==> src/rtl/mem_ctrl_pkg.sv <==
// Shared widths, FSM encoding and the request record for the memory front-end.
package mem_ctrl_pkg;
  localparam int ADDR_W = 5;
  localparam int DATA_W = 8;

  typedef enum logic [2:0] {IDLE, WR, RD, RD_WAIT, RSP} ctrl_state_t;

  typedef struct packed {
    logic              write;
    logic [ADDR_W-1:0] addr;
    logic [DATA_W-1:0] wdata;
  } mem_req_t;
endpackage

==> src/rtl/mem_req_ctrl_if.sv <==
// Command, response and memory-side signals of the request front-end.
interface mem_req_ctrl_if;
  import mem_ctrl_pkg::*;

  logic              req_valid;
  logic              req_ready;
  logic              req_write;
  logic [ADDR_W-1:0] req_addr;
  logic [DATA_W-1:0] req_wdata;
  logic              rsp_valid;
  logic [ADDR_W-1:0] rsp_addr;
  logic [DATA_W-1:0] rsp_rdata;
  logic              mem_read;
  logic              mem_write;
  logic [ADDR_W-1:0] mem_addr;
  logic [DATA_W-1:0] mem_data_in;
  logic [DATA_W-1:0] mem_data_out;
  logic              busy;

  // controller side
  modport slave (
    input  req_valid, req_write, req_addr, req_wdata, mem_data_out,
    output req_ready, rsp_valid, rsp_addr, rsp_rdata,
           mem_read, mem_write, mem_addr, mem_data_in, busy
  );

  // requester / memory side
  modport master (
    output req_valid, req_write, req_addr, req_wdata, mem_data_out,
    input  req_ready, rsp_valid, rsp_addr, rsp_rdata,
           mem_read, mem_write, mem_addr, mem_data_in, busy
  );
endinterface

==> src/rtl/mem_req_fifo.sv <==
// In-order request buffer; DEPTH must be a power of two so pointers wrap for free.
module mem_req_fifo
  import mem_ctrl_pkg::*;
#(
  parameter int DEPTH = 4
) (
  input  logic                   clk,
  input  logic                   rst_,
  input  logic                   i_push,
  input  mem_req_t               i_data,
  input  logic                   i_pop,
  output mem_req_t               o_data,
  output logic                   o_full,
  output logic                   o_empty,
  output logic [$clog2(DEPTH):0] o_count
);
  localparam int PTR_W = $clog2(DEPTH);
  localparam int CNT_W = PTR_W + 1;

  mem_req_t             r_mem [DEPTH];
  logic [PTR_W-1:0]     r_wr_ptr;
  logic [PTR_W-1:0]     r_rd_ptr;
  logic [CNT_W-1:0]     r_count;
  logic                 w_push;
  logic                 w_pop;

  // a full FIFO refuses a push even when a pop happens in the same cycle
  assign w_push  = i_push && !o_full;
  assign w_pop   = i_pop && !o_empty;
  assign o_full  = (r_count == CNT_W'(DEPTH));
  assign o_empty = (r_count == '0);
  assign o_count = r_count;
  assign o_data  = r_mem[r_rd_ptr];

  // entry storage; no reset needed since only counted entries are ever read
  always_ff @(posedge clk) begin
    if (w_push) r_mem[r_wr_ptr] <= i_data;
  end

  // pointers and occupancy
  always_ff @(posedge clk or negedge rst_) begin
    if (!rst_) begin
      r_wr_ptr <= '0;
      r_rd_ptr <= '0;
      r_count  <= '0;
    end else begin
      if (w_push) r_wr_ptr <= r_wr_ptr + PTR_W'(1);
      if (w_pop)  r_rd_ptr <= r_rd_ptr + PTR_W'(1);
      case ({w_push, w_pop})
        2'b10:   r_count <= r_count + CNT_W'(1);
        2'b01:   r_count <= r_count - CNT_W'(1);
        default: ;
      endcase
    end
  end
endmodule

==> src/rtl/mem_req_ctrl.sv <==
// Front-end for the 32x8 sync memory: buffers commands, issues one access at a time,
// returns read data on a one-cycle strobe.
module mem_req_ctrl
  import mem_ctrl_pkg::*;
#(
  parameter int FIFO_DEPTH = 4
) (
  input  logic          clk,
  input  logic          rst_,
  mem_req_ctrl_if.slave bus
);
  localparam int CNT_W = $clog2(FIFO_DEPTH) + 1;

  ctrl_state_t       r_state;
  ctrl_state_t       w_state_nxt;
  logic              w_push;
  logic              w_pop;
  logic              w_full;
  logic              w_empty;
  logic [CNT_W-1:0]  w_count;
  mem_req_t          w_req_in;
  mem_req_t          w_head;

  logic              r_mem_read,  w_mem_read_nxt;
  logic              r_mem_write, w_mem_write_nxt;
  logic [ADDR_W-1:0] r_mem_addr,  w_mem_addr_nxt;
  logic [DATA_W-1:0] r_mem_din,   w_mem_din_nxt;
  logic              r_rsp_valid, w_rsp_valid_nxt;
  logic [ADDR_W-1:0] r_rsp_addr,  w_rsp_addr_nxt;
  logic [DATA_W-1:0] r_rsp_rdata, w_rsp_rdata_nxt;

  assign w_req_in = '{write: bus.req_write, addr: bus.req_addr, wdata: bus.req_wdata};
  assign w_push   = bus.req_valid && !w_full;
  assign w_pop    = (r_state == IDLE) && !w_empty;

  mem_req_fifo #(.DEPTH(FIFO_DEPTH)) u_fifo (
    .clk     (clk),
    .rst_    (rst_),
    .i_push  (w_push),
    .i_data  (w_req_in),
    .i_pop   (w_pop),
    .o_data  (w_head),
    .o_full  (w_full),
    .o_empty (w_empty),
    .o_count (w_count)
  );

  // state register
  always_ff @(posedge clk or negedge rst_) begin
    if (!rst_) r_state <= IDLE;
    else       r_state <= w_state_nxt;
  end

  // next state: every access state lasts exactly one cycle
  always_comb begin
    w_state_nxt = r_state;
    case (r_state)
      IDLE:    if (!w_empty) w_state_nxt = w_head.write ? WR : RD;
      WR:      w_state_nxt = IDLE;
      RD:      w_state_nxt = RD_WAIT;
      RD_WAIT: w_state_nxt = RSP;
      RSP:     w_state_nxt = IDLE;
      default: w_state_nxt = IDLE;
    endcase
  end

  // next values of the registered outputs; address/data hold when strobes are low
  always_comb begin
    w_mem_read_nxt  = 1'b0;
    w_mem_write_nxt = 1'b0;
    w_rsp_valid_nxt = 1'b0;
    w_mem_addr_nxt  = r_mem_addr;
    w_mem_din_nxt   = r_mem_din;
    w_rsp_addr_nxt  = r_rsp_addr;
    w_rsp_rdata_nxt = r_rsp_rdata;
    case (r_state)
      IDLE: if (!w_empty) begin
        w_mem_addr_nxt  = w_head.addr;
        w_mem_din_nxt   = w_head.wdata;
        w_mem_write_nxt = w_head.write;
        w_mem_read_nxt  = !w_head.write;
      end
      // memory data_out is valid the cycle after read was high
      RD_WAIT: begin
        w_rsp_rdata_nxt = bus.mem_data_out;
        w_rsp_addr_nxt  = r_mem_addr;
        w_rsp_valid_nxt = 1'b1;
      end
      default: ;
    endcase
  end

  // output registers; reset drops strobes at once so an interrupted read never responds
  always_ff @(posedge clk or negedge rst_) begin
    if (!rst_) begin
      r_mem_read  <= 1'b0;
      r_mem_write <= 1'b0;
      r_mem_addr  <= '0;
      r_mem_din   <= '0;
      r_rsp_valid <= 1'b0;
      r_rsp_addr  <= '0;
      r_rsp_rdata <= '0;
    end else begin
      r_mem_read  <= w_mem_read_nxt;
      r_mem_write <= w_mem_write_nxt;
      r_mem_addr  <= w_mem_addr_nxt;
      r_mem_din   <= w_mem_din_nxt;
      r_rsp_valid <= w_rsp_valid_nxt;
      r_rsp_addr  <= w_rsp_addr_nxt;
      r_rsp_rdata <= w_rsp_rdata_nxt;
    end
  end

  assign bus.req_ready   = !w_full;
  assign bus.busy        = (w_count != '0) || (r_state != IDLE);
  assign bus.mem_read    = r_mem_read;
  assign bus.mem_write   = r_mem_write;
  assign bus.mem_addr    = r_mem_addr;
  assign bus.mem_data_in = r_mem_din;
  assign bus.rsp_valid   = r_rsp_valid;
  assign bus.rsp_addr    = r_rsp_addr;
  assign bus.rsp_rdata   = r_rsp_rdata;
endmodule

==> src/flat_wrapper.sv <==
// flat-port wrapper written by rule: the top's interface ports become plain ports
module mem_req_ctrl_flat import mem_ctrl_pkg::*;
#(
  parameter int FIFO_DEPTH = 4
)
  (clk, rst_, bus_req_valid, bus_req_write, bus_req_addr, bus_req_wdata, bus_mem_data_out, bus_req_ready, bus_rsp_valid, bus_rsp_addr, bus_rsp_rdata, bus_mem_read, bus_mem_write, bus_mem_addr, bus_mem_data_in, bus_busy);
  mem_req_ctrl_if bus_i ();
  input  logic clk;
  input  logic rst_;
  input wire logic [$bits(bus_i.req_valid)-1:0] bus_req_valid;
  input wire logic [$bits(bus_i.req_write)-1:0] bus_req_write;
  input wire logic [$bits(bus_i.req_addr)-1:0] bus_req_addr;
  input wire logic [$bits(bus_i.req_wdata)-1:0] bus_req_wdata;
  input wire logic [$bits(bus_i.mem_data_out)-1:0] bus_mem_data_out;
  output wire logic [$bits(bus_i.req_ready)-1:0] bus_req_ready;
  output wire logic [$bits(bus_i.rsp_valid)-1:0] bus_rsp_valid;
  output wire logic [$bits(bus_i.rsp_addr)-1:0] bus_rsp_addr;
  output wire logic [$bits(bus_i.rsp_rdata)-1:0] bus_rsp_rdata;
  output wire logic [$bits(bus_i.mem_read)-1:0] bus_mem_read;
  output wire logic [$bits(bus_i.mem_write)-1:0] bus_mem_write;
  output wire logic [$bits(bus_i.mem_addr)-1:0] bus_mem_addr;
  output wire logic [$bits(bus_i.mem_data_in)-1:0] bus_mem_data_in;
  output wire logic [$bits(bus_i.busy)-1:0] bus_busy;
  assign bus_i.req_valid = bus_req_valid;
  assign bus_i.req_write = bus_req_write;
  assign bus_i.req_addr = bus_req_addr;
  assign bus_i.req_wdata = bus_req_wdata;
  assign bus_i.mem_data_out = bus_mem_data_out;
  assign bus_req_ready = bus_i.req_ready;
  assign bus_rsp_valid = bus_i.rsp_valid;
  assign bus_rsp_addr = bus_i.rsp_addr;
  assign bus_rsp_rdata = bus_i.rsp_rdata;
  assign bus_mem_read = bus_i.mem_read;
  assign bus_mem_write = bus_i.mem_write;
  assign bus_mem_addr = bus_i.mem_addr;
  assign bus_mem_data_in = bus_i.mem_data_in;
  assign bus_busy = bus_i.busy;
  mem_req_ctrl #(.FIFO_DEPTH(FIFO_DEPTH)) u_core (.clk(clk), .rst_(rst_), .bus(bus_i));
endmodule
==> config.mk <==
export PLATFORM = sky130hd
export DESIGN_NAME = mem_req_ctrl_flat
export DESIGN_NICKNAME = d
export VERILOG_FILES = /design/src/rtl/mem_ctrl_pkg.sv /design/src/rtl/mem_req_ctrl_if.sv /design/src/rtl/mem_req_fifo.sv /design/src/rtl/mem_req_ctrl.sv /design/src/flat_wrapper.sv
export SDC_FILE = /design/constraint.sdc
export NUM_CORES = 1
export LEC_CHECK = 0
export ABC_AREA = 1
export CELL_PAD_IN_SITES_DETAIL_PLACEMENT = 0
export CELL_PAD_IN_SITES_GLOBAL_PLACEMENT = 1
export CORE_MARGIN = 3
export CORE_UTILIZATION = 35
export CTS_CLUSTER_DIAMETER = 120
export DETAILED_ROUTE_END_ITERATION = 16
export GPL_TIMING_DRIVEN = 0
export PLACE_DENSITY = 0.8
export SYNTH_ARGS = -nofsm -noshare
export SYNTH_HDL_FRONTEND = slang
export SYNTH_SLANG_ARGS = --single-unit
==> constraint.sdc <==
create_clock -name clk -period 2.5 [get_ports clk]
set_input_delay 0.5 -clock clk [delete_from_list [all_inputs] [get_ports clk]]
set_output_delay 0.5 -clock clk [all_outputs]
set_load 0.005 [all_outputs]
### Word-level counts from Yosys, hierarchy flattened

Memories as Yosys holds them, arrays and structs flattened.
Cells that the tools add are included.

* memory bits (read-only): 0
* memories: 1
* register bits: 39
* output and inout bits: 31
* latch bits: 0
* memory bits (writable): 56

Memory list
* u_core.u_fifo.r_mem: words 4, width 14, rd ports 1, clocked after Yosys merged registers in 0, write ports 1, line mem_req_fifo.sv:20 `mem_req_t r_mem [DEPTH];`

* bitwise logic cells: 1
* $mul: 0
* muxes and demuxes: 11
* eq/ne operators: 6
* divide/modulo/power cells: 0
* shifts and indexed selects: 0
* reductions and logical operators: 14
* add/sub/neg operators: 4
* $lt $le $gt $ge: 0

Operator list (count)
* $pmux 3 s3: 1
* $mux 1: 7
* $eq 3x2->1 const B: 2
* $logic_not 3->1: 2
* $pmux 3 s2: 1
* $reduce_bool 3->1: 2
* $add 2x1->2 const B: 2
* $logic_and 1x1->1: 4
* $add 3x1->3 const B: 1
* $eq 3x3->1 const B: 1
* $logic_not 1->1: 3
* $mux 3: 1
* $sub 3x1->3 const B: 1
* $eq 2x1->1 const B: 1
* $eq 2x2->1 const B: 1
* $mux 2: 1
* $ne 2x2->1 const B: 1
* $reduce_and 2->1: 1
* $reduce_bool 2->1: 1
* $logic_or 1x1->1: 1
* $not 1->1: 1

### Logic depth before layout (Yosys ltp)

Gate-level depths: netlist of the first run.

* depth in word-level cells: 6
* gate-level depth with buffers: 13
* gate-level depth less buffers: 12

### Hierarchy

From an unflattened synthesis of the first run, not the netlist that was laid out.

* cell total of the unflattened synthesis: 363
* area, all modules: 4042.6 um^2

By module, submodules not included
* mem_req_fifo: cells each 225, area each 2753.9 um^2, times used 1, sequential area each 1856.8 um^2
* mem_req_ctrl: cells each 138, area each 1288.7 um^2, times used 1, sequential area each 800.8 um^2

### Least setup slack after synthesis of the first run

OpenSTA, ideal clock, no wires.

* path type: register to register
* start point: register u_core.r_state[0]
* end point: register u_core.u_fifo.r_count[2] (netlist: u_core.u_fifo.o_count[2])
* period minus slack after synthesis: 1.910 ns
* stages on the path, launching flop included: 13
* slack: 0.590 ns
* path buffers: 1
* required time: 2.376 ns
* arrival: 1.786 ns
* cell sequence: dfrtp_1 > inv_2 > nand2_2 > nor2_2 > nand2_4 > inv_4 > buf_6 > ha_1 > inv_1 > fa_1 > nand2_1 > nand3b_1 > xor2_1

* longest elaborated chain between the ends: 5
* elaborated cells between the ends (all ways): 7
* those cells by class: eq/ne: 2; mux: 1; reduce/logical: 4

RTL lines
* from (decl): line mem_req_ctrl.sv:14 `ctrl_state_t r_state;`
* from (signal assigned): line mem_req_ctrl.sv:51 `else r_state <= w_state_nxt;`
* $logic_not 3->1 *: line mem_req_ctrl.sv:34 `assign w_pop = (r_state == IDLE) && !w_empty;`
* $logic_and 1x1->1 *: line mem_req_ctrl.sv:34
* via u_core.u_fifo.i_pop: line mem_req_fifo.sv:11 `input logic i_pop,`
* $logic_and 1x1->1 *: line mem_req_fifo.sv:29 `assign w_pop = i_pop && !o_empty;`
* $eq 2x1->1 / $eq 2x2->1 (equally long branches): line mem_req_fifo.sv:49 `case ({w_push, w_pop})`
* $pmux 3 s2 / $reduce_bool 2->1 (equally long branches)
* to (signal assigned): line mem_req_fifo.sv:50 `2'b10: r_count <= r_count + CNT_W'(1);`
* to (signal assigned): line mem_req_fifo.sv:51 `2'b01: r_count <= r_count - CNT_W'(1);`
* to (decl): line mem_req_fifo.sv:23 `logic [CNT_W-1:0] r_count;`

Mark *: on every way through the listed nets, which the timed path passes. The rest lies on a longest branch.
A chain may end at the register's enable or synchronous reset.

### Final worst setup path of the first run

* start point: input bus_req_valid
* end point: memory u_core.u_fifo.r_mem[0][3] (netlist bit) (enable)

* longest elaborated chain between the ends: 4

RTL lines
* from (decl): line flat_wrapper.sv:10 `input wire logic [$bits(bus_i.req_valid)-1:0] bus_req_valid;`
* $logic_and 1x1->1: line mem_req_ctrl.sv:33 `assign w_push = bus.req_valid && !w_full;`
* $logic_and 1x1->1: line mem_req_fifo.sv:28 `assign w_push = i_push && !o_full;`
* $mux 1: line mem_req_fifo.sv:37 `if (w_push) r_mem[r_wr_ptr] <= i_data;`
* $mux 1 (implied by the code): line mem_req_fifo.sv:37
* to (decl): line mem_req_fifo.sv:20

No other way between the ends.

==> results.py, run 1 <==
metrics = {
    "routing": {
        "met2_length_um": 3980,
        "firstDrtPassIters": 4,
        "drt_iter0_markers": 146,
        "routed_wl_um": 8220,
        "vias": 2723,
        "dr.max_layer_used": "met4",
        "via_per_inst": 4.46,
        "detail_route.wl_per_cell_um": 13.5,
        "final_antenna_net_count": 0,
        "drt-met1-wl_um": 3690,
        "drc_errors": 0,
        "dr_wl_met3_um": 420,
    },
    "grt": {
        "grt_pass1_vias": 2818,
        "antenna_found_initial": 0,
        "grt_overflow_total": 0,
        "grt_pass1_wl_um": 13500,
        "grt_use_total_pct": 13.6,
        "grt_max_degree": 40,
    },
    "critical_path": {
        "r2r-start": "u_core.u_fifo.o_count[0]",
        "slowest_delay_ns": 1.04,
        "arrival_ns": 2.15,
        "worstPathRequired_ns": 2.45,
        "ff2ff_path_depth": 4,
        "crit_type": "input pin to flop",
        "crit_slowest_cell": "nor2_1",
        "reg2reg_setup_slack_ns": 0.33,
        "r2r-end": "u_core.u_fifo.r_mem[0][3]",
        "cp_max_fo": 14,
        "endpoint_kind": "flop",
        "cp-start-kind": "input pin",
        "path_cells": "clkdlybuf4s50_1 > nand2_2 > nor2_1",
    },
    "synth": {
        "ys_seq_area_share_pct": 66.5,
        "synth_nets": 429,
        "synthesis.area_um2": 4000,
        "synth_warnings": 0,
        "synthCells": 398,
        "ys_ff_latch": 95,
        "synth.top_cells.by_area": "edfxtp_1, dfrtp_1, nand2_1",
        "yosysUniqueCellTypes": 26,
        "synth_top_area_share_pct": 42.1,
        "synth.largest_area_cell": "edfxtp_1",
        "syn_avg_cell_area_um2": 10.0,
    },
    "placed_design": {
        "place_area_um2": 4730,
        "port_buffers": 55,
        "gp_congestion": 0.717,
        "pre_cts_slack_ns": -0.128,
        "hpwl_um": 5520,
    },
    "sta": {
        "relSlewSlack_pct": 9.42,
        "grt_setup_unrepaired": "no",
        "clock-skew-final_ns": 0.00642,
        "finalMaxSlewViolations": 0,
        "finalCritPeriodShare_pct": 88.1,
        "finalWorstSetupSlack_ns": 0.298,
        "setup_violations": 0,
        "hold_violations": 0,
        "whs_ns": 0.279,
        "post-route-min-period_ns": 2.20,
        "fmax_mhz": 454,
        "tightestPinTransition_ns": 1.35,
    },
    "clocking": {
        "post-cts-setup-buffers": 0,
        "path_clk_slew_ns": 0.07,
        "cts_resized": 0,
        "cts.sinks": 95,
        "insertion_delay_ns": 0.34,
        "ctsHoldBuffers": 0,
        "clk_path_buf_depth": 2,
        "cts_tree": "done",
        "cts_root_buf": "clkbuf_16",
        "cts_buffers": 9,
        "htree_levels": 3,
    },
    "pwr": {
        "p_int_mw": 3.89,
        "power_frac_comb_pct": 39.5,
        "peakVddDrop_mv": 0.460,
        "p_seq_share_pct": 39.4,
        "p_sw_mw": 2.21,
        "power.share.clock_pct": 21.1,
        "total_leakage_power_nw": 2.36,
        "p_per_area_nw_per_um2": 1220,
        "swShare_pct": 36.3,
    },
    "status": {
        "status": "finished clean",
    },
    "layout": {
        "nNetsFinal": 496,
        "drive_gt1_share_pct": 8.94,
        "syn_to_final_growth_pct": 25.4,
        "nFillCells": 1000,
        "finalInstanceArea_um2": 5010,
        "utilization_pct": 45.6,
        "regArea_um2": 2660,
        "antennaDiodeCount": 0,
        "multiInputGateArea_um2": 988,
    },
    "flow_run": {
        "cap_violations": 0,
    },
    "die": {
        "fp.dieH_um": 113,
        "rows": 38,
        "ios": 56,
        "start_util_pct": 36.4,
        "die_area_um2": 12700,
        "die_w_um": 113,
        "core_um2": 11000,
    },
    "hold_path": {
        "min_path_type": "input pin to asynchronous set/reset pin",
    },
}
[stage by stage]
step / total power, mW / cells / TNS (ns)
after detailed placement: 4.88 / 594 / -2.99
after global routing: 6.55 / 610 / 0
after global placement: 4.79 / 593 / -9.30
after CTS: 6.17 / 610 / 0
final: 6.11 / 610 / 0
after floorplan: 3.84 / 398 / 0
[metal layers]
layer | up-vias | track usage (%)
li1 | 1362 | -
met1 | 1283 | 16.8
met2 | 71 | 23.1
met3 | 7 | 2.35
met4 | 0 | 6.33
met5 | - | 0
[layout by cell type (no fill, tap or decap), drive strengths merged]
cell type,synthesis,routed
a21oi,3,3
nand3b,1,1
xnor2,2,2
clkinvlp,0,1
xor2,2,2
a31oi,1,1
fa,1,1
clkdlybuf4s50,0,54
nor2,8,8
dfrtp,39,39
o21bai,1,1
inv,72,76
clkbuf,1,10
o21ai,2,2
buf,12,14
nand3,31,31
clkinv,0,2
nand2,161,161
ha,5,5
edfxtp,56,56
[power groups by stage]
stage	Combinational, mW	Clock, mW	Sequential [mW]
finish	2.41	1.29	2.40
global route	2.73	1.36	2.46
CTS	2.46	1.30	2.41
detailed placement	2.45	0	2.43
global placement	2.37	0	2.42
floorplan	1.43	0	2.42
[logic make-up after synthesis]
family / count (synthesis) / synth area share (%)
adders and majority gates: 6 / 2.07
DFF: 95 / 66.5
xor gates and xnor gates: 4 / 0.877
AOI/OAI and AO/OA: 7 / 0.970
and+or+nand+nor: 201 / 20.7
buffers and inverters: 85 / 8.92
[worst max path at each step]
stage / start / to / slack, ns / cells after the start
global placement: bus_req_valid / u_core.u_fifo.r_mem[2][6] / -0.16 / 3
detailed placement: bus_req_valid / u_core.u_fifo.r_mem[1][9] / -0.13 / 3
floorplan: u_core.r_state[0] / u_core.u_fifo.o_count[2] / 0.59 / 12
global route: u_core.u_fifo.o_count[0] / u_core.u_fifo.r_mem[0][3] / 0.19 / 4
CTS: bus_req_valid / u_core.u_fifo.r_mem[1][6] / 0.21 / 3
finish: bus_req_valid / u_core.u_fifo.r_mem[0][3] / 0.30 / 3
[state kept, by name, indices dropped and copies added (netlist names)]
name                    flops
u_core.u_fifo.r_rd_ptr      2
u_core.r_state              3
u_core.bus.rsp_rdata        8
u_core.bus.mem_addr         5
u_core.bus.mem_write        1
u_core.bus.rsp_addr         5
u_core.u_fifo.r_wr_ptr      2
u_core.u_fifo.o_count       3
u_core.u_fifo.r_mem        56
u_core.bus.mem_data_in      8
u_core.bus.mem_read         1
u_core.bus.rsp_valid        1
[layout make-up]
type,count,area share [%]
clock buffers,9,4.49
clock inverters,7,1.07
repair buffers,56,11.1
flip-flops and latches,95,53.0
well taps,140,3.49
multi-input cells,218,19.7
inverters,72,5.44
plain buffers,13,1.67
[cells in the mapped netlist]
| cell | instances |
|---|---|
| clkbuf_1 | 1 |
| buf_6 | 2 |
| fa_1 | 1 |
| nor2_2 | 1 |
| buf_2 | 7 |
| nand2_4 | 1 |
| nand2_1 | 157 |
| xnor2_1 | 2 |
| inv_2 | 3 |
| o21bai_1 | 1 |
| a21oi_1 | 3 |
| edfxtp_1 | 56 |
| nand3b_1 | 1 |
| xor2_1 | 2 |
| nand2_2 | 3 |
| inv_4 | 1 |
| o21ai_0 | 2 |
| a31oi_1 | 1 |
| ha_1 | 5 |
| nor2_1 | 6 |
| buf_4 | 3 |
| dfrtp_1 | 39 |
| nand3_2 | 1 |
| nand3_1 | 30 |
| nor2_4 | 1 |
| inv_1 | 68 |
[critical path: cells and delay by family]
kind	cells	cell delay [ns]
and+or+nand+nor	2	1.17
buffers and inverters	1	0.47
(Power assumes the default switching activity.)
==> run 2: changes to the inputs <==
--- a/config.mk
+++ b/config.mk
@@ -8,6 +8,7 @@
 export ABC_AREA = 1
 export CELL_PAD_IN_SITES_DETAIL_PLACEMENT = 0
 export CELL_PAD_IN_SITES_GLOBAL_PLACEMENT = 1
+export CORE_ASPECT_RATIO = 1.4
 export CORE_MARGIN = 3
 export CORE_UTILIZATION = 35
 export CTS_CLUSTER_DIAMETER = 120
==> constraint.sdc (replaced) <==
create_clock -name clk -period 2.78 [get_ports clk]
set_input_delay 0.556 -clock clk [delete_from_list [all_inputs] [get_ports clk]]
set_output_delay 0.556 -clock clk [all_outputs]
set_load 0.005 [all_outputs]
==> run 2 against run 1 <==
Against the previous run:
- die area is 0.15% higher
- via count is 3.2% lower
- register-to-register slack better by 0.30 ns
- total power is 9.7% lower
- worst hold slack better by 0.059 ns
- combinational power is 10% lower
- clock skew is 0.0026 ns lower
- clock-buffer cell count is 2 higher
- non-clock buffer count stayed put
==> results.py, run 2 (synthesized netlist as in run 1, its figures left out) <==
metrics = {
    "flow_run": {
        "cap_violations": 0,
    },
    "die": {
        "core_um2": 11000,
        "rows": 45,
        "ios": 56,
        "die_w_um": 96.3,
        "start_util_pct": 36.4,
        "die_area_um2": 12800,
        "fp.dieH_um": 132,
    },
    "layout": {
        "regMostFlops": "u_core.u_fifo.r_mem",
        "utilization_pct": 45.9,
        "layout_commonest_cell": "nand2_1",
        "syn_to_final_growth_pct": 26.1,
        "largest_register_ffs": 56,
        "fin_cells": 611,
        "drive_gt1_share_pct": 9.15,
        "nFillCells": 1047,
        "nNetsFinal": 496,
        "most-common-layout-cells": "nand2_1, inv_1, edfxtp_1",
        "antennaDiodeCount": 0,
    },
    "critical_path": {
        "crit_type": "flop to flop",
        "reg2reg_setup_slack_ns": 0.63,
        "endpoint_kind": "flop",
        "path_cells": "inv_2 > nand2_2 > nor2_2 > nand2_4 > inv_4 > buf_6 > ha_1 > inv_1 > fa_1 > nand2_1 > nand3b_1 > xor2_1",
        "cp_max_fo": 10,
        "arrival_ns": 2.36,
        "cp-start-kind": "flop",
        "worstPathRequired_ns": 2.99,
        "critPathTopFamily": "adder cells",
        "crit_buf_inv": 4,
        "slowest_delay_ns": 0.39,
        "crit_slowest_cell": "dfrtp_1",
    },
    "grt": {
        "grt_pass1_vias": 2602,
        "grt_pass1_wl_um": 12700,
        "globalRouteMet1Util_pct": 14.8,
        "grt_use_total_pct": 13.1,
        "grt_overflow_total": 0,
        "grt_max_degree": 40,
        "antenna_found_initial": 0,
        "met2_usage_pct": 23.1,
        "busiest_layer": "met2",
        "grtUsageMet3_pct": 2.67,
    },
    "sta": {
        "finalMaxSlewViolations": 0,
        "tightestPinTransition_ns": 0.916,
        "clock-skew-final_ns": 0.00379,
        "setup_violations": 0,
        "finalCritPeriodShare_pct": 77.4,
        "post-route-min-period_ns": 2.15,
        "hold_violations": 0,
        "fmax_mhz": 465,
        "fin_tns_setup_ns": 0,
        "grt_setup_unrepaired": "no",
        "relSlewSlack_pct": 38.8,
    },
    "clocking": {
        "cts.sinks": 95,
        "cts_buffers": 9,
        "ctsHoldBuffers": 0,
        "post-cts-setup-buffers": 0,
        "path_clk_slew_ns": 0.06,
        "insertion_delay_ns": 0.33,
        "htree_levels": 3,
        "cts_resized": 0,
        "clk_path_buf_depth": 2,
        "cts_root_buf": "clkbuf_16",
        "cts_tree": "done",
    },
    "pwr": {
        "p_per_area_nw_per_um2": 1090,
        "peakVddDrop_mv": 0.395,
        "total_power_mw": 5.51,
        "total_leakage_power_nw": 2.37,
    },
    "routing": {
        "via_per_inst": 4.31,
        "routed_wl_um": 7860,
        "vias": 2636,
        "detail_route.wl_per_cell_um": 12.9,
        "drt_iter0_markers": 113,
        "drc_errors": 0,
        "firstDrtPassIters": 4,
        "final_antenna_net_count": 0,
    },
    "status": {
        "status": "finished clean",
    },
    "placed_design": {
        "port_buffers": 55,
        "placed_cells": 595,
        "hpwl_um": 5460,
        "gp_congestion": 0.775,
    },
    "hold_path": {
        "min_path_type": "input pin to asynchronous set/reset pin",
    },
}
==> run 2: changes by cell type in the layout (fill, tap and decap cells not counted), sizes merged <==
cell / before / now
bufinv: 0 / 1
clkbuf: 10 / 12
inv: 76 / 73
==> run 2: final timing paths <==
path,startpoint,endpoint,cells after the start
max,u_core.r_state[0],u_core.u_fifo.o_count[2],12
min reg2reg,u_core.bus.mem_data_in[6],u_core.bus.mem_data_in[6],2
max reg2reg,u_core.r_state[0],u_core.u_fifo.o_count[2],12
max in group asynchronous,rst_,u_core.bus.mem_data_in[2],1
min in group clk,u_core.bus.mem_data_in[6],u_core.bus.mem_data_in[6],2
min,rst_,u_core.u_fifo.r_wr_ptr[1],1
==> run 2: area by class of cell <==
type / instances / area [µm²] / area share [%]
clock inverter: 5 / 56.3 / 1.12
clock buffer: 11 / 243 / 4.82
buffer: 13 / 83.8 / 1.66
inverter: 72 / 273 / 5.41
multi-input combinational: 218 / 991 / 19.7
sequential: 95 / 2660 / 52.7
timing repair buffer: 56 / 561 / 11.1
tap: 141 / 176 / 3.50
==> run 2: per-layer routing <==
layer  part of all wire, %  up-vias
li1                      -     1352
met1                    41     1217
met2                    53       54
met3                   4.5       13
met4                   2.3        0
met5                     0        -
==> run 2: through the flow <==
step | cell area (µm²) | hold WS [ns] | setup WS (ns)
after floorplan | 4000 | 0.260 | 0.870
after global placement | 4720 | 0.461 | 0.0579
after detailed placement | 4740 | 0.464 | 0.486
after CTS | 5040 | 0.375 | 0.614
after global routing | 5040 | 0.418 | 0.471
final | 5040 | 0.338 | 0.629
==> run 2: power by group <==
group,leakage (nW),total (mW),switching [mW],internal (mW)
Sequential,0.997,2.15,0.197,1.96
Combinational,1.23,2.16,1.23,0.925
Clock,0.146,1.20,0.479,0.721
Total,2.37,5.51,1.91,3.60
==> run 3: changes to the inputs <==
--- a/config.mk
+++ b/config.mk
@@ -14,7 +14,7 @@
 export CTS_CLUSTER_DIAMETER = 120
 export DETAILED_ROUTE_END_ITERATION = 16
 export GPL_TIMING_DRIVEN = 0
-export PLACE_DENSITY = 0.8
+export PLACE_DENSITY = 0.82
 export SYNTH_ARGS = -nofsm -noshare
 export SYNTH_HDL_FRONTEND = slang
 export SYNTH_SLANG_ARGS = --single-unit
==> constraint.sdc (replaced) <==
create_clock -name clk -period 1.8 [get_ports clk]
set_input_delay 0.36 -clock clk [delete_from_list [all_inputs] [get_ports clk]]
set_output_delay 0.36 -clock clk [all_outputs]
set_load 0.005 [all_outputs]
==> run 3 against run 2 <==
Against the previous run:
- the run now ends with setup timing left
- sequential cell count stayed put
- first-iteration DRC count is 33% higher
- via count is 1.4% higher
- setup slack worse by 0.64 ns
- sequential share of layout area is 2.0 points lower
- critical path depth is 4 lower
- highest routed layer unchanged
- clock-buffer cell count stayed put
- global-route usage is 1.1 points higher
- largest cell class unchanged
- final cell count is 2.0% higher
- core utilization is 1.8 points higher
==> results.py, run 3 (synthesized netlist as in run 1, its figures left out) <==
metrics = {
    "layout": {
        "regMostFlops": "u_core.u_fifo.r_mem",
        "multiInputGateArea_um2": 1060,
        "largest_register_ffs": 56,
        "regArea_um2": 2660,
        "antennaDiodeCount": 0,
        "layout_commonest_cell": "nand2_1",
        "utilization_pct": 47.7,
        "syn_to_final_growth_pct": 31.1,
        "most-common-layout-cells": "nand2_1, inv_1, edfxtp_1",
        "nNetsFinal": 508,
        "drive_gt1_share_pct": 12.9,
        "nFillCells": 999,
    },
    "routing": {
        "detail_route.wl_per_cell_um": 13.2,
        "vias": 2674,
        "drt_iter0_markers": 150,
        "via_per_inst": 4.29,
        "final_antenna_net_count": 0,
        "firstDrtPassIters": 4,
        "drc_errors": 0,
        "routed_wl_um": 8240,
    },
    "sta": {
        "grt_setup_unrepaired": "yes",
        "post-route-min-period_ns": 1.81,
        "finalWorstSetupSlack_ns": -0.0145,
        "clock-skew-final_ns": 0.00701,
        "fmax_mhz": 551,
        "finalCritPeriodShare_pct": 101,
        "tightestPinTransition_ns": 0.890,
        "whs_ns": 0.134,
        "setup_violations": 1,
        "relSlewSlack_pct": 40.7,
        "finalMaxSlewViolations": 0,
        "hold_violations": 0,
    },
    "pwr": {
        "total_leakage_power_nw": 2.47,
        "peakVddDrop_mv": 0.568,
        "p_per_area_nw_per_um2": 1760,
    },
    "placed_design": {
        "port_buffers": 55,
        "hpwl_um": 5460,
        "gp_congestion": 0.749,
    },
    "critical_path": {
        "cp-start-kind": "flop",
        "arrival_ns": 2.08,
        "cp_max_fo": 5,
        "crit_type": "flop to flop",
        "endpoint_kind": "flop",
        "worstPathRequired_ns": 2.07,
        "ff2ff_path_depth": 8,
    },
    "clocking": {
        "htree_levels": 3,
        "clk_path_buf_depth": 2,
        "cts_tree": "done",
        "insertion_delay_ns": 0.34,
        "cts_root_buf": "clkbuf_16",
        "ctsHoldBuffers": 0,
        "cts.sinks": 95,
        "path_clk_slew_ns": 0.06,
        "cts_buffers": 9,
    },
    "hold_path": {
        "min_path_type": "input pin to asynchronous set/reset pin",
    },
    "grt": {
        "grt_max_degree": 40,
        "grt_pass1_wl_um": 13500,
        "antenna_found_initial": 0,
        "busiest_layer": "met2",
        "grt_overflow_total": 0,
        "grtUsageMet3_pct": 2.96,
        "globalRouteMet1Util_pct": 16.3,
        "grt_use_total_pct": 14.2,
        "met2_usage_pct": 24.6,
        "grt_pass1_vias": 2761,
    },
    "status": {
        "status": "finished with violations",
        "violations": "setup timing",
    },
    "die": {
        "die_area_um2": 12800,
        "core_um2": 11000,
        "die_w_um": 96.3,
        "ios": 56,
        "start_util_pct": 36.4,
        "rows": 45,
        "fp.dieH_um": 132,
    },
    "flow_run": {
        "cap_violations": 0,
    },
}
## run 3: cell count changes in the layout (fill, tap and decap cells not counted), moves of 2 or more
cell / before / now
buf_4: 3 / 16
clkdlybuf4s50_1: 54 / 52
nor2_4: 1 / 6
nor2_2: 4 / 0
## run 3: what timing repair did
item,4_1_cts,5_1_grt
gates resized for setup,11,6
pin swaps,4,6
gates cloned,0,1
endpoints found under the setup margin,60,31
buffers inserted,6,7
## run 3: final cells by class
class | instances | area share, %
clock buffers | 11 | 5.04
clock inverters | 5 | 1.46
repair inverters | 1 | 0.167
inverters | 72 | 5.40
plain buffers | 12 | 1.38
well taps | 141 | 3.37
repair buffers | 68 | 12.3
multi-input cells | 218 | 20.2
flip-flops and latches | 95 | 50.7
## run 3: worst paths after layout
kind | slack [ns] | to | from
setup / recovery | -0.01 | u_core.u_fifo.o_count[1] | u_core.u_fifo.o_count[1]
hold / removal | 0.13 | u_core.bus.rsp_addr[3] | rst_
setup reg to reg | -0.01 | u_core.u_fifo.o_count[1] | u_core.u_fifo.o_count[1]
hold reg to reg | 0.48 | u_core.bus.rsp_addr[0] | u_core.bus.rsp_addr[0]
max in group asynchronous | 1.11 | u_core.u_fifo.o_count[0] | rst_
min in group clk | 0.48 | u_core.bus.rsp_addr[0] | u_core.bus.rsp_addr[0]
## run 3: report_power, final
part | internal, mW | switching (mW) | leakage, nW
combinational | 1.68 | 2.09 | 1.30
sequential | 3.02 | 0.307 | 0.997
clock | 1.33 | 0.779 | 0.171
total | 6.03 | 3.18 | 2.47
## run 3: layer usage
metal,wire (µm),up-vias,part of all wire [%]
li1,-,1379,-
met5,0,-,0
met4,162,0,2.0
met3,395,9,4.8
met1,3340,1227,41
met2,4340,59,53
## run 3: worst max-delay path: stages (launching register included)
cell and delay (ns):
dfrtp_1 0.41, nor2_4 0.19, nand2_2 0.10, nand2_4 0.12, clkinv_8 0.08, ha_4 0.16
inv_2 0.06, fa_2 0.44, o21ai_2 0.17
## run 3: per-stage QoR
| stage | power (mW) | setup slack (ns) | cell area [µm²] | TNS (ns) | cells |
|---|---|---|---|---|---|
| floorplan | 5.39 | -0.0147 | 4020 | -0.0147 | 398 |
| global placement | 6.68 | -0.747 | 4740 | -64.97 | 594 |
| detailed placement | 6.80 | -0.696 | 4740 | -29.83 | 594 |
| CTS | 9.09 | -0.0479 | 5150 | -0.0929 | 615 |
| global route | 9.92 | -0.0569 | 5240 | -0.111 | 623 |
| finish | 9.22 | -0.0145 | 5240 | -0.0145 | 623 |
